`config.mk`:
```
export PLATFORM = sky130hd
export DESIGN_NAME = sram10t_ctrl_flat
export DESIGN_NICKNAME = d
export VERILOG_FILES = /design/src/rtl/sram10t_ctrl_if.sv /design/src/rtl/sram10t_ctrl.sv /design/src/flat_wrapper.sv
export SDC_FILE = /design/constraint.sdc
export NUM_CORES = 1
export LEC_CHECK = 0
export ABC_AREA = 0
export CORE_MARGIN = 3
export CORE_UTILIZATION = 40
export DETAILED_ROUTE_END_ITERATION = 10
export HOLD_SLACK_MARGIN = 0.12
export PLACE_DENSITY = 0.66
export SLEW_MARGIN = 20
export SYNTH_ARGS = -nofsm -noshare
export SYNTH_HDL_FRONTEND = slang
export SYNTH_SLANG_ARGS = --single-unit
```
`constraint.sdc`:
```
create_clock -name clk -period 3.4 [get_ports clk]
set_input_delay 0.68 -clock clk [delete_from_list [all_inputs] [get_ports clk]]
set_output_delay 0.68 -clock clk [all_outputs]
set_load 0.02 [all_outputs]
```
`src/rtl/sram10t_ctrl_if.sv`:
```
// Command/response bundle between an initiator and the SRAM10T array controller.
// Handshake: a command transfers on a rising edge where cmd_valid and cmd_ready are both 1.
interface sram10t_ctrl_if #(
   parameter int AW = 12,
   parameter int CW = 13
);
   logic          cmd_valid;
   logic          cmd_ready;
   logic [1:0]    cmd_op;
   logic [AW-1:0] cmd_addr1;
   logic [AW-1:0] cmd_addr2;
   logic          cmd_data;
   logic          cmd_alt;
   logic          rsp_valid;
   logic          rsp_rd1;
   logic          rsp_rd2;
   logic [CW-1:0] rsp_count;
   logic          busy;

   modport master (
      output cmd_valid, cmd_op, cmd_addr1, cmd_addr2, cmd_data, cmd_alt,
      input  cmd_ready, rsp_valid, rsp_rd1, rsp_rd2, rsp_count, busy
   );

   modport slave (
      input  cmd_valid, cmd_op, cmd_addr1, cmd_addr2, cmd_data, cmd_alt,
      output cmd_ready, rsp_valid, rsp_rd1, rsp_rd2, rsp_count, busy
   );
endinterface

```
`src/rtl/sram10t_ctrl.sv`:
```
// Initiator-side controller for the SRAM10T 4096x1 dual-read-port array:
// single READ2/WRITE commands plus whole-array FILL and COUNT sweeps.
module sram10t_ctrl #(
   parameter int AW = 12,
   parameter int CW = 13
) (
   input  logic          clk,
   input  logic          rst,
   sram10t_ctrl_if.slave bus,
   output logic [AW-1:0] sram_addr1,
   output logic [AW-1:0] sram_addr2,
   output logic          sram_rdwr,
   output logic          sram_den,
   output logic          sram_wline,
   input  logic          sram_rl1,
   input  logic          sram_rl2,
   output logic [2:0]    dbg_state
);
   typedef enum logic [2:0] {
      IDLE, RD_ISSUE, RD_CAPT, WR, FILL, CNT_RUN, CNT_DRAIN
   } state_t;

   localparam logic [1:0] OP_READ2 = 2'b00;
   localparam logic [1:0] OP_WRITE = 2'b01;
   localparam logic [1:0] OP_FILL  = 2'b10;
   localparam logic [1:0] OP_COUNT = 2'b11;
   localparam logic [AW-1:0] ADDR_LAST = '1;
   localparam logic [AW-1:0] PAIR_LAST = {{(AW-1){1'b1}}, 1'b0};

   state_t        state, state_nx;
   logic          accept;
   logic          den_nx, rdwr_nx, wline_nx, rsp_fire;
   logic [AW-1:0] addr1_nx, addr2_nx;
   logic          fill_data, fill_alt;
   logic          cnt_pend;
   logic [CW-1:0] acc, pair_sum;
   logic          rsp_valid_q, rd1_q, rd2_q;
   logic [CW-1:0] count_q;

   assign accept    = bus.cmd_valid && (state == IDLE);
   assign pair_sum  = {{(CW-1){1'b0}}, sram_rl1} + {{(CW-1){1'b0}}, sram_rl2};
   assign dbg_state = state;

   assign bus.cmd_ready = (state == IDLE);
   assign bus.busy      = (state != IDLE);
   assign bus.rsp_valid = rsp_valid_q;
   assign bus.rsp_rd1   = rd1_q;
   assign bus.rsp_rd2   = rd2_q;
   assign bus.rsp_count = count_q;

   // Array pins are computed for the next cycle so every sram_* output is a flop.
   always_comb begin
      state_nx = state;
      den_nx   = 1'b0;
      rdwr_nx  = 1'b1;
      wline_nx = 1'b0;
      addr1_nx = sram_addr1;
      addr2_nx = sram_addr2;
      rsp_fire = 1'b0;
      case (state)
         IDLE: begin
            if (bus.cmd_valid) begin
               den_nx = 1'b1;
               case (bus.cmd_op)
                  OP_READ2: begin
                     state_nx = RD_ISSUE;
                     addr1_nx = bus.cmd_addr1;
                     addr2_nx = bus.cmd_addr2;
                  end
                  OP_WRITE: begin
                     state_nx = WR;
                     rdwr_nx  = 1'b0;
                     addr1_nx = bus.cmd_addr1;
                     wline_nx = bus.cmd_data;
                  end
                  OP_FILL: begin
                     state_nx = FILL;
                     rdwr_nx  = 1'b0;
                     addr1_nx = '0;
                     wline_nx = bus.cmd_data;
                  end
                  default: begin
                     state_nx = CNT_RUN;
                     addr1_nx = '0;
                     addr2_nx = AW'(1);
                  end
               endcase
            end
         end
         RD_ISSUE: state_nx = RD_CAPT;
         RD_CAPT: begin
            state_nx = IDLE;
            rsp_fire = 1'b1;
         end
         WR: begin
            state_nx = IDLE;
            rsp_fire = 1'b1;
         end
         FILL: begin
            if (sram_addr1 == ADDR_LAST) begin
               state_nx = IDLE;
               rsp_fire = 1'b1;
            end else begin
               den_nx   = 1'b1;
               rdwr_nx  = 1'b0;
               addr1_nx = sram_addr1 + AW'(1);
               wline_nx = fill_data ^ (~sram_addr1[0] & fill_alt);
            end
         end
         CNT_RUN: begin
            if (sram_addr1 == PAIR_LAST) begin
               state_nx = CNT_DRAIN;
            end else begin
               den_nx   = 1'b1;
               addr1_nx = sram_addr1 + AW'(2);
               addr2_nx = sram_addr1 + AW'(3);
            end
         end
         CNT_DRAIN: begin
            state_nx = IDLE;
            rsp_fire = 1'b1;
         end
         default: state_nx = IDLE;
      endcase
   end

   always_ff @(posedge clk) begin
      if (rst) begin
         state       <= IDLE;
         sram_den    <= 1'b0;
         sram_rdwr   <= 1'b1;
         sram_wline  <= 1'b0;
         sram_addr1  <= '0;
         sram_addr2  <= '0;
         rsp_valid_q <= 1'b0;
         rd1_q       <= 1'b0;
         rd2_q       <= 1'b0;
         count_q     <= '0;
         fill_data   <= 1'b0;
         fill_alt    <= 1'b0;
         cnt_pend    <= 1'b0;
         acc         <= '0;
      end else begin
         state       <= state_nx;
         sram_den    <= den_nx;
         sram_rdwr   <= rdwr_nx;
         sram_wline  <= wline_nx;
         sram_addr1  <= addr1_nx;
         sram_addr2  <= addr2_nx;
         rsp_valid_q <= rsp_fire;
         // Read data for an issue lands one cycle later, so accumulation lags issue by one.
         cnt_pend    <= (state == CNT_RUN);
         if (accept) begin
            fill_data <= bus.cmd_data;
            fill_alt  <= bus.cmd_alt;
            acc       <= '0;
         end else if (cnt_pend) begin
            acc <= acc + pair_sum;
         end
         if (state == RD_CAPT) begin
            rd1_q <= sram_rl1;
            rd2_q <= sram_rl2;
         end
         if (state == CNT_DRAIN) begin
            count_q <= acc + pair_sum;
         end
      end
   end
endmodule

```
`src/flat_wrapper.sv`:
```
// flat-port wrapper written by rule: the top's interface ports become plain ports
module sram10t_ctrl_flat 
#(
   parameter int AW = 12,
   parameter int CW = 13
)
  (clk, rst, sram_addr1, sram_addr2, sram_rdwr, sram_den, sram_wline, sram_rl1, sram_rl2, dbg_state, bus_cmd_valid, bus_cmd_op, bus_cmd_addr1, bus_cmd_addr2, bus_cmd_data, bus_cmd_alt, bus_cmd_ready, bus_rsp_valid, bus_rsp_rd1, bus_rsp_rd2, bus_rsp_count, bus_busy);
  sram10t_ctrl_if #(.AW(AW), .CW(CW)) bus_i ();
  input  logic clk;
  input  logic rst;
  output logic [AW-1:0] sram_addr1;
  output logic [AW-1:0] sram_addr2;
  output logic sram_rdwr;
  output logic sram_den;
  output logic sram_wline;
  input  logic sram_rl1;
  input  logic sram_rl2;
  output logic [2:0] dbg_state;
  input wire logic [$bits(bus_i.cmd_valid)-1:0] bus_cmd_valid;
  input wire logic [$bits(bus_i.cmd_op)-1:0] bus_cmd_op;
  input wire logic [$bits(bus_i.cmd_addr1)-1:0] bus_cmd_addr1;
  input wire logic [$bits(bus_i.cmd_addr2)-1:0] bus_cmd_addr2;
  input wire logic [$bits(bus_i.cmd_data)-1:0] bus_cmd_data;
  input wire logic [$bits(bus_i.cmd_alt)-1:0] bus_cmd_alt;
  output wire logic [$bits(bus_i.cmd_ready)-1:0] bus_cmd_ready;
  output wire logic [$bits(bus_i.rsp_valid)-1:0] bus_rsp_valid;
  output wire logic [$bits(bus_i.rsp_rd1)-1:0] bus_rsp_rd1;
  output wire logic [$bits(bus_i.rsp_rd2)-1:0] bus_rsp_rd2;
  output wire logic [$bits(bus_i.rsp_count)-1:0] bus_rsp_count;
  output wire logic [$bits(bus_i.busy)-1:0] bus_busy;
  assign bus_i.cmd_valid = bus_cmd_valid;
  assign bus_i.cmd_op = bus_cmd_op;
  assign bus_i.cmd_addr1 = bus_cmd_addr1;
  assign bus_i.cmd_addr2 = bus_cmd_addr2;
  assign bus_i.cmd_data = bus_cmd_data;
  assign bus_i.cmd_alt = bus_cmd_alt;
  assign bus_cmd_ready = bus_i.cmd_ready;
  assign bus_rsp_valid = bus_i.rsp_valid;
  assign bus_rsp_rd1 = bus_i.rsp_rd1;
  assign bus_rsp_rd2 = bus_i.rsp_rd2;
  assign bus_rsp_count = bus_i.rsp_count;
  assign bus_busy = bus_i.busy;
  sram10t_ctrl #(.AW(AW), .CW(CW)) u_core (.clk(clk), .rst(rst), .bus(bus_i), .sram_addr1(sram_addr1), .sram_addr2(sram_addr2), .sram_rdwr(sram_rdwr), .sram_den(sram_den), .sram_wline(sram_wline), .sram_rl1(sram_rl1), .sram_rl2(sram_rl2), .dbg_state(dbg_state));
endmodule
```
After elaboration in Yosys (flattened, before gate mapping)
Cells that the tools add are included.
Widths: inputs -> output; s select.
Operators by class
  add/subtract/negate cells: 5
  eq/ne operators: 16
  mux-type cells: 27
  bitwise gates (word level): 3
  reductions and logical operators: 13
Operators by type and width (count)
  $mux 12: 6
  $pmux 12 s2: 2
  $pmux 12 s3: 1
  $add 12x2->12 const B: 2
  $eq 12x12->1 const B: 2
  $add 13x13->13: 1
  $add 12x1->12 const B: 1
  $pmux 3 s4: 1
  $eq 3x3->1 const B: 3
  $mux 1: 9
  $mux 3: 3
  $pmux 3 s3: 1
  $ne 2x2->1 const B: 4
  $reduce_and 4->1: 2
  $eq 3x2->1 const B: 2
  $pmux 1 s2: 3
  $reduce_bool 3->1: 2
  $reduce_or 2->1: 3
  $ne 2x1->1 const B: 2
  $eq 3x1->1 const B: 1
  $logic_not 3->1: 1
  $pmux 1 s3: 1
  $reduce_and 3->1: 1
  $reduce_or 3->1: 1
  9 further kinds: 9
Storage, ports and cells
  bits in registers: 62
  input port bits: 33
  logic and storage cells: 78

Longest topological paths before layout
  depth after elaboration: 5
  depth in mapped cells: 10
  depth with buffers taken out: 9

Worst setup path after synthesis
Ideal clock, no wire load.
  path type: input -> register
  from: in sram_rl1
  to: reg u_core.count_q[8], in the netlist u_core.bus.rsp_count[8]
  arrival: 2.542 ns
  slack: 0.772 ns
  stages on the path: 10
  cell sequence: ha_1 > ha_1 > inv_1 > fa_1 > and3b_1 > and3_1 > buf_2 > nand3_1 > xor2_1 > a211oi_1
On the way
  word-level cells in the longest chain between the ends: 2
RTL lines
  start, declared: RTL line flat_wrapper.sv:16  | input logic sram_rl1;
  $add 1x1->2: RTL line sram10t_ctrl.sv:41  | assign pair_sum = {{(CW-1){1'b0}}, sram_rl1} + {{(CW-1){1'b0}}, sram_rl2};
  $add 13x13->13: RTL line sram10t_ctrl.sv:165  | count_q <= acc + pair_sum;
  end signal, assigned: RTL line sram10t_ctrl.sv:165
  end, declared: RTL line sram10t_ctrl.sv:38  | logic [CW-1:0] count_q;
No other way between the ends.
A chain may end at the register's enable or synchronous reset.

Worst setup path after layout
Ends and elaborated chain as after synthesis.

==> impl_metrics.env <==
export IMPL_area_growth_pct=29.9
export IMPL_drt_total_wl_mm=9.58
export IMPL_dpl_cell_area_um2=4280
export IMPL_placed_cells=581
export IMPL_synth_common_cells="63 x nor2_1, 62 x dfxtp_1, 26 x xor2_1"
export IMPL_critPathLaunch="sram_rl1"
export IMPL_hold_class="reg -> reg"
export IMPL_rows=33
export IMPL_cts_setup_buffers=0
export IMPL_overflow=0
export IMPL_grt_max_degree=29
export IMPL_final_area_um2=4490
export IMPL_yosys_warnings=0
export IMPL_powerDensity_nw_per_um2=426
export IMPL_rsz0062_at_grt="false"
export IMPL_die_area_um2=9790
export IMPL_die_y_um=99.0
export IMPL_finalSetupTns_ns=0
export IMPL_hold_path_startpoint="u_core.bus.rsp_rd1$_SDFFE_PP0P_"
export IMPL_synth_main_ff_cell="dfxtp_1"
export IMPL_arrival_ns=3.15
export IMPL_max_stage_delay_ns=0.43
export IMPL_start_util_pct=41.6
export IMPL_hold_buffers=0
export IMPL_power_leakage_nw=1.60
export IMPL_worstMarginPinSlew_ns=0.733
export IMPL_antenna_found_initial=0
export IMPL_nets=533
export IMPL_critPathKind="in -> reg"
export IMPL_hpwlAfterDp_mm=6.80
export IMPL_ctsRootBufferMaster="clkbuf_8"
export IMPL_seq_area_frac_synth_pct=35.9
export IMPL_cpMaxStageDelayCell="clkdlybuf4s50_1"
export IMPL_htreeDepth=3
export IMPL_total_power_mw=1.91
export IMPL_core_um2=8300
export IMPL_routedWlPerCell_um=16.1
export IMPL_yosysTopAreaCell="dfxtp_1"
export IMPL_drt_iter0_drc=164
export IMPL_grtUsageTotal_pct=19.8
export IMPL_drv_cap=0
export IMPL_synth_cells=422
export IMPL_reg2reg_slack_ns=1.01
export IMPL_vias=3314
export IMPL_hold_viol=0
export IMPL_drv_slew=0
export IMPL_syn_area_um2=3460
export IMPL_vias_per_cell=5.56
export IMPL_layout_cells_non_filler=596
export IMPL_whs_ns=0.457
export IMPL_insertion_delay_ns=0.35
export IMPL_avgSynthCellArea_um2=8.19
export IMPL_timing_final_crit_period_ns=2.89
export IMPL_yosysUniqueCellTypes=53
export IMPL_diodes=0
export IMPL_synth_async_sr_flop_share_pct=0
export IMPL_numCtsBuffers=9
export IMPL_startpoint_type="input pin"
export IMPL_grt_pass1_wl_mm=15.6
export IMPL_max_freq_ghz=0.346
export IMPL_clock_sinks=62
export IMPL_finalClockSkew_ns=0.00893
export IMPL_die_x_um=99.0
export IMPL_relSlewSlack_pct=50.9
export IMPL_drcViolationCount=0
export IMPL_drtPass1Iterations=4
export IMPL_status="finished, final reports clean"
export IMPL_gp_congestion=0.880
export IMPL_drtAntennaViolNets=0
export IMPL_tritoncts="built"
export IMPL_clk_pin_slew_ns=0.08
export IMPL_io_buffers=80
export IMPL_synth_top_area_share_pct=35.9
export IMPL_setup_violations=0
export IMPL_peakVddDrop_mv=0.261
export IMPL_mappedNetlistNets=468
export IMPL_synth_edf_count=0
export IMPL_n_fill_cell=826
export IMPL_ys_top_cells_by_area="dfxtp_1 36%, nor2_1 6.8%, xor2_1 6.6%"
export IMPL_cp_end_kind="flop"
export IMPL_path_cells="clkdlybuf4s50_1 -> ha_1 -> ha_1 -> inv_1 -> fa_1 -> and3b_1 -> and3_1 -> nand3_1 -> xor2_1 -> a211oi_1"
export IMPL_synth_seq_cells=62
export IMPL_regToRegStartpoint="u_core.sram_addr1[3]$_SDFFE_PP0P_"
export IMPL_first_global_vias=3156
export IMPL_crit_required_ns=3.67
export IMPL_critical_path_most_common_cell="ha_1"
export IMPL_crit_fanout=8
export IMPL_clock_path_buffers=2
export IMPL_finalCritPeriodShare_pct=84.9
export IMPL_drive_gt1_share_pct=5.91
export IMPL_pin_count=81
export IMPL_ctsResizeCount=0
export IMPL_yosysMostFrequentCell="nor2_1"
-- layout by cell type, fill, tap and decap left out, types with 12 or more instances in the layout --
| cell | n |
|---|---|
| ha_1 | 12 |
| a211oi_1 | 15 |
| nand2_1 | 24 |
| inv_1 | 16 |
| nor3_1 | 14 |
| clkdlybuf4s50_1 | 79 |
| dfxtp_1 | 62 |
| nand3_1 | 15 |
| xor2_1 | 26 |
| nor2_1 | 63 |
| a21oi_1 | 17 |
| o21ai_0 | 15 |
-- layout make-up --
| class | instances | area, um2 | share of cell area (%) |
|---|---|---|---|
| well taps | 105 | 131 | 2.93 |
| clock inverters | 5 | 85.1 | 1.89 |
| multi-input cells | 311 | 2000 | 44.5 |
| inverters | 16 | 60.1 | 1.34 |
| clock buffers | 10 | 128 | 2.84 |
| repair buffers | 87 | 848 | 18.9 |
| flip-flops and latches | 62 | 1240 | 27.6 |
-- metrics by stage --
step | setup slack [ns] | util [%]
floorplan | 0.772 | -
global placement | 0.166 | 51.5
detailed placement | 0.113 | 51.5
CTS | 0.504 | 54.1
global route | 0.345 | 54.1
finish | 0.512 | 54.1
-- sequential cells by signal, indices dropped and copies added (netlist names) --
register              cells
u_core.acc               13
u_core.bus.rsp_count     13
u_core.bus.rsp_rd1        1
u_core.bus.rsp_rd2        1
u_core.bus.rsp_valid      1
u_core.cnt_pend           1
u_core.dbg_state          3
u_core.fill_alt           1
u_core.fill_data          1
u_core.sram_addr1        12
u_core.sram_addr2        12
u_core.sram_den           1
u_core.sram_rdwr          1
u_core.sram_wline         1
-- logic make-up after synthesis --
group | count (synthesis) | share of synthesized area [%]
compound gates | 96 | 19.6
xor+xnor | 35 | 8.87
fa+ha+maj | 13 | 4.92
buf+inv | 49 | 6.30
flops | 62 | 35.9
mux | 5 | 1.45
simple gates | 162 | 23.0
-- final timing paths --
check / end / depth (start not counted)
worst max-delay path: u_core.bus.rsp_count[8]$_SDFFE_PP0P_ / 10
worst min-delay path: u_core.bus.rsp_rd1$_SDFFE_PP0P_ / 2
worst max register to register: u_core.sram_addr2[8]$_SDFFE_PP0P_ / 5
worst min register to register: u_core.bus.rsp_rd1$_SDFFE_PP0P_ / 2
-- power by group --
part	switching (mW)	internal (mW)	total, mW	leakage (nW)
registers	0.0458	0.762	0.808	0.504
clock network	0.310	0.411	0.721	0.103
logic	0.204	0.178	0.382	0.993
total	0.560	1.35	1.91	1.60
-- worst max-delay path: cells and delay by family --
family          cells  cell delay (ns)
simple gates        3             0.76
compound gates      1             0.21
fa+ha+maj           3             0.85
xor+xnor            1             0.16
buf+inv             2             0.48
-- metal layers --
metal | track usage, % | vias to the layer above | share of wire (%)
met5 | 0 | - | 0
met1 | 25.8 | 1564 | 46
met3 | 6.30 | 12 | 7.5
li1 | - | 1628 | -
met4 | 6.51 | 0 | 1.3
met2 | 31.1 | 110 | 46
Note: power is estimated with default switching activity, not from simulation.
